## config.mk

```make
export PLATFORM = sky130hd
export DESIGN_NAME = can_bit_timing
export DESIGN_NICKNAME = d
export VERILOG_FILES = /design/src/rtl/can_bit_timing.sv
export SDC_FILE = /design/constraint.sdc
export NUM_CORES = 1
export LEC_CHECK = 0
export BUFFER_PORTS_ARGS = -buffer_cell sky130_fd_sc_hd__buf_2
export CORE_MARGIN = 5
export CORE_UTILIZATION = 60
export CTS_CLUSTER_SIZE = 28
export DETAILED_ROUTE_END_ITERATION = 10
export GPL_TIMING_DRIVEN = 0
export PLACE_DENSITY_LB_ADDON = 0.05
export SYNTH_ARGS = -nofsm -noshare
export SYNTH_HDL_FRONTEND = slang
export SYNTH_SLANG_ARGS = --single-unit
```

## constraint.sdc

```tcl
create_clock -name clock -period 23.1 [get_ports clock]
set_clock_uncertainty 0.2 [all_clocks]
set_input_delay 2.31 -clock clock [delete_from_list [all_inputs] [get_ports clock]]
set_output_delay 2.31 -clock clock [all_outputs]
set_load 0.01 [all_outputs]
```

## src/rtl/can_bit_timing.sv

```systemverilog
// CAN receive bit timing: synchronises the bus line, produces one sample strobe
// per nominal bit and applies hard sync / SJW-limited resync on falling edges.
module can_bit_timing #(
  parameter int BRP        = 4,
  parameter int PROP_SEG   = 2,
  parameter int PHASE_SEG1 = 3,
  parameter int PHASE_SEG2 = 3,
  parameter int SJW        = 1
) (
  input  logic clock,
  input  logic reset,
  input  logic canRX,
  input  logic hardSyncEnable,
  output logic samplePoint,
  output logic sampledBit,
  output logic txPoint,
  output logic resyncDone
);

  localparam int PW = 6;
  localparam int TW = 5;
  localparam logic [PW-1:0] PRESC_LAST = PW'(BRP - 1);
  localparam logic [TW-1:0] SEG1_NOM   = TW'(PROP_SEG + PHASE_SEG1);
  localparam logic [TW-1:0] SEG2_NOM   = TW'(PHASE_SEG2);
  localparam logic [TW-1:0] SJW_TQ     = TW'(SJW);
  localparam logic [TW-1:0] ONE_TQ     = TW'(1);

  typedef enum logic [1:0] {SYNC, TSEG1, TSEG2} segState_t;

  logic            rxMeta, rxs, rxsPrev;
  segState_t       stateReg, stateNext, effState;
  logic [PW-1:0]   prescReg, prescNext, effPresc;
  logic [TW-1:0]   tqReg, tqNext, effTq;
  logic [TW-1:0]   seg1Reg, seg1Next, seg1Base, seg1Eff;
  logic [TW-1:0]   seg2Reg, seg2Next, seg2Base, seg2Eff, seg2Short;
  logic [TW-1:0]   posJump, negJump, remTq;
  logic            syncLockReg, syncLockNext;
  logic            sampledBitReg, resyncDoneReg;
  logic            fallEdge, hardSync, resyncOk, posResync, negResync;
  logic            tqEnd, sampleNow;

  always_comb begin
    fallEdge  = rxsPrev & ~rxs;
    hardSync  = fallEdge & hardSyncEnable & ~syncLockReg;
    resyncOk  = fallEdge & ~hardSyncEnable & ~syncLockReg & sampledBitReg;
    posResync = resyncOk && (stateReg == TSEG1);
    negResync = resyncOk && (stateReg == TSEG2);

    // A hard sync turns the current clock into the first clock of SYNC.
    effState = hardSync ? SYNC     : stateReg;
    effPresc = hardSync ? '0       : prescReg;
    effTq    = hardSync ? '0       : tqReg;
    seg1Base = hardSync ? SEG1_NOM : seg1Reg;
    seg2Base = hardSync ? SEG2_NOM : seg2Reg;
    tqEnd    = (effPresc == PRESC_LAST);

    posJump = ((effTq + ONE_TQ) < SJW_TQ) ? (effTq + ONE_TQ) : SJW_TQ;
    seg1Eff = posResync ? (seg1Base + posJump) : seg1Base;

    // Shortening never ends the bit before the end of the tq already in progress.
    remTq     = seg2Base - effTq;
    negJump   = (remTq < SJW_TQ) ? remTq : SJW_TQ;
    seg2Short = seg2Base - negJump;
    if (!negResync)
      seg2Eff = seg2Base;
    else if (seg2Short > effTq)
      seg2Eff = seg2Short;
    else
      seg2Eff = effTq + ONE_TQ;

    stateNext    = effState;
    prescNext    = tqEnd ? '0 : effPresc + PW'(1);
    tqNext       = effTq;
    seg1Next     = seg1Eff;
    seg2Next     = seg2Eff;
    syncLockNext = syncLockReg | hardSync | posResync | negResync;
    sampleNow    = 1'b0;

    case (effState)
      SYNC: begin
        if (tqEnd) begin
          stateNext = TSEG1;
          tqNext    = '0;
        end
      end
      TSEG1: begin
        if (tqEnd) begin
          if (effTq == seg1Eff - ONE_TQ) begin
            stateNext = TSEG2;
            tqNext    = '0;
            sampleNow = 1'b1;
          end else begin
            tqNext = effTq + ONE_TQ;
          end
        end
      end
      TSEG2: begin
        if (tqEnd) begin
          if (effTq >= seg2Eff - ONE_TQ) begin
            stateNext    = SYNC;
            tqNext       = '0;
            seg1Next     = SEG1_NOM;
            seg2Next     = SEG2_NOM;
            syncLockNext = 1'b0;
          end else begin
            tqNext = effTq + ONE_TQ;
          end
        end
      end
      default: begin
        stateNext = SYNC;
        tqNext    = '0;
      end
    endcase
  end

  always_ff @(posedge clock) begin
    if (reset) begin
      rxMeta        <= 1'b1;
      rxs           <= 1'b1;
      rxsPrev       <= 1'b1;
      stateReg      <= SYNC;
      prescReg      <= '0;
      tqReg         <= '0;
      seg1Reg       <= SEG1_NOM;
      seg2Reg       <= SEG2_NOM;
      syncLockReg   <= 1'b0;
      sampledBitReg <= 1'b1;
      resyncDoneReg <= 1'b0;
    end else begin
      rxMeta        <= canRX;
      rxs           <= rxMeta;
      rxsPrev       <= rxs;
      stateReg      <= stateNext;
      prescReg      <= prescNext;
      tqReg         <= tqNext;
      seg1Reg       <= seg1Next;
      seg2Reg       <= seg2Next;
      syncLockReg   <= syncLockNext;
      resyncDoneReg <= posResync | negResync;
      if (sampleNow)
        sampledBitReg <= rxs;
    end
  end

  // Strobes are decoded from the live counters, so they are masked while in reset.
  assign samplePoint = ~reset & sampleNow;
  assign txPoint     = ~reset & (effState == SYNC) & (effPresc == '0);
  assign resyncDone  = ~reset & (hardSync | resyncDoneReg);
  assign sampledBit  = sampledBitReg;

endmodule

```

==> flow_summary.toml <==
[outcome]
status = "completed"

[setup_path]
crit_path_max_fanout = 10
path_class = "in -> reg"
endpoint_kind = "register"
critPathLaunchType = "input pin"
cpMostUsedCell = "a21oi_1"
cp_top_family = "compound AO/OA/AOI/OAI gates"
cp.required_ns = 23.12
worstPathArrival_ns = 10.14
cpPeakStageDelay_ns = 0.66
critPathBufInv = 4
cp_slowest_cell = "a21oi_1"

[global_routing]
grt_pass1_vias = 2324
grt_max_degree = 11
grt_overflow = 0
grtUsageTotal_pct = 24.0
antenna_found_initial = 0
grt_pass1_wl_um = 10500

[clock_tree]
cts_num_sinks = 29
hold_buffers = 0
post_cts_buffers = 0
insertion_delay_ns = 0.29
clk_pin_slew_worst_paths_ns = 0.07
clockBufferDepth = 2
htreeDepth = 2
clock-root-buffer = "clkbuf_8"
numCtsBuffers = 5
cts_resized = 0
cts_tree = "yes"

[place]
gp_congestion = 0.955
hpwl_um = 4670
portBuffers = 6
placed_area_um2 = 2670
place_ws_ns = 12.80
placed_cells = 396

[synth]
synth-simple-area-share_pct = 29.7
synth-seq-cells = 29
yosysTopAreaCellShare_pct = 22.7
synthTopCellsByCount = "nor2_1, nand2_1, dfxtp_1"
synth_area_leaders = "dfxtp_1, ha_1, nor2_1"
synth_compound_area_share_pct = 18.6
synth_mux_area_share_pct = 3.57
synth_edf_count = 0
syn_inst = 335
synth-xor-area-share_pct = 7.20
synthAdderAreaFrac_pct = 12.8
syn_area_per_cell_um2 = 7.63
ys_seq_area_share_pct = 22.7
synth_top_family_by_area = "simple AND/OR/NAND/NOR gates"
yosys_warnings = 0
synth_cell_types = 59
synth-main-ff-cell = "dfxtp_1"
syn_area_um2 = 2550
synth_most_common_cell = "nor2_1"
synth_top_area_cell = "dfxtp_1"
async_reset_ff_share_pct = 0

[timing]
fmax_mhz = 98.9
tns_ns = 0
hold_viol = 0
final.period_utilization_pct = 43.8
relSlewSlack_pct = 44.2
worst_pin_slew_ns = 0.837
post-route-min-period_ns = 10.11
layout_setup_ws_ns = 12.99
slew_viol_final = 0
rsz0062_at_grt = "no"
setup_viol = 0

[floorplan]
core_area_um2 = 4060
start_util_pct = 63.0
fp.dieH_um = 75.3
dieArea_um2 = 5660
io_pins = 8
die_w_um = 75.3
fp-row-count = 23

[cells_and_area]
final_cells = 404
multiInputGateArea_um2 = 1860
antennaDiodeCount = 0
drive_gt1_share_pct = 7.63
fin_nets = 382
fill_cells = 360
final_cell_area_um2 = 2780
seqCellArea_um2 = 581
area.growth.synth_to_final_pct = 8.91

[routing]
postRouteAntennaNets = 0
first_iter_violations = 204
drt_pass1_iterations = 5
wl_per_cell_um = 15.0
vias = 2450
drc = 0
via_per_inst = 6.06
wl_um = 6070

[power_and_ir_drop]
ir_worst_vdd_mv = 0.0317
power_density_nw_per_um2 = 43.5
p_leak_uw = 0.00116

[flow_run]
drv_cap = 0

[hold_path]
min_path_type = "reg -> reg"
==> metal layers <==
metal | part of all wire (%) | global-route usage, %
met5 | 0 | 0
met4 | 2.0 | 8.35
met3 | 5.5 | 3.87
met2 | 45 | 39.4
met1 | 47 | 32.0
==> report_power, final <==
part           internal, uW  switching (uW)
clock network          35.1            20.1
logic                  5.31            9.06
registers              50.9           0.566
total                  91.4            29.8
==> through the flow <==
stage                     utilization, %  hold slack (ns)  power, uW
after global placement              65.7            0.195       66.5
after CTS                           68.6            0.219        121
after floorplan                        -            0.189       63.3
final                               68.6            0.216        121
after detailed placement            65.7            0.199       66.7
after global routing                68.6            0.233        127
==> state kept, by name, indices dropped and copies added, names as in the netlist <==
register	flops
syncLockReg	1
sampledBit	1
seg1Reg	5
tqReg	5
rxsPrev	1
rxMeta	1
prescReg	6
seg2Reg	5
stateReg	2
rxs	1
resyncDoneReg	1
==> cell type report <==
cell class | instances | share of cell area [%]
tap | 50 | 2.25
timing repair buffer | 6 | 1.08
buffer | 10 | 1.44
multi-input combinational | 277 | 67.0
clock buffer | 7 | 3.10
inverter | 24 | 3.24
sequential | 29 | 20.9
clock inverter | 1 | 1.08
==> worst paths after layout <==
check	from	end	slack [ns]	depth (start not counted)
min reg2reg	rxMeta$_SDFF_PP1_	rxs$_SDFF_PP1_	0.22	1
min	rxMeta$_SDFF_PP1_	rxs$_SDFF_PP1_	0.22	1
max reg2reg	rxs$_SDFF_PP1_	seg2Reg[3]$_SDFF_PP0_	14.85	33
max	hardSyncEnable	seg2Reg[3]$_SDFF_PP0_	12.99	34
==> logic make-up after synthesis <==
logic type               count (synthesis)
AND/OR/NAND/NOR                        146
other                                    2
adder cells (fa/ha/maj)                 25
multiplexers                             9
flip-flops                              29
buffers and inverters                   34
XOR/XNOR                                21
AO/OA/AOI/OAI                           69
==> layout by cell type (no fill, tap or decap), types with 9 or more instances in the layout <==
| master | instances |
|---|---|
| nand3_1 | 13 |
| nor3_1 | 11 |
| dfxtp_1 | 29 |
| ha_1 | 23 |
| nor2_1 | 36 |
| a21oi_1 | 19 |
| nand2_1 | 30 |
| clkbuf_1 | 9 |
| inv_1 | 24 |
| xor2_1 | 11 |
| xnor2_1 | 10 |
==> worst register-to-register path: cells and delay by family, from the launching register on <==
kind            cells  cell delay, ns
compound gates     14            2.96
simple gates       10            2.00
fa+ha+maj           5            1.44
buf+inv             3            1.05
flops               1            0.36
xor+xnor            1            0.19
(Power assumes the default switching activity.)
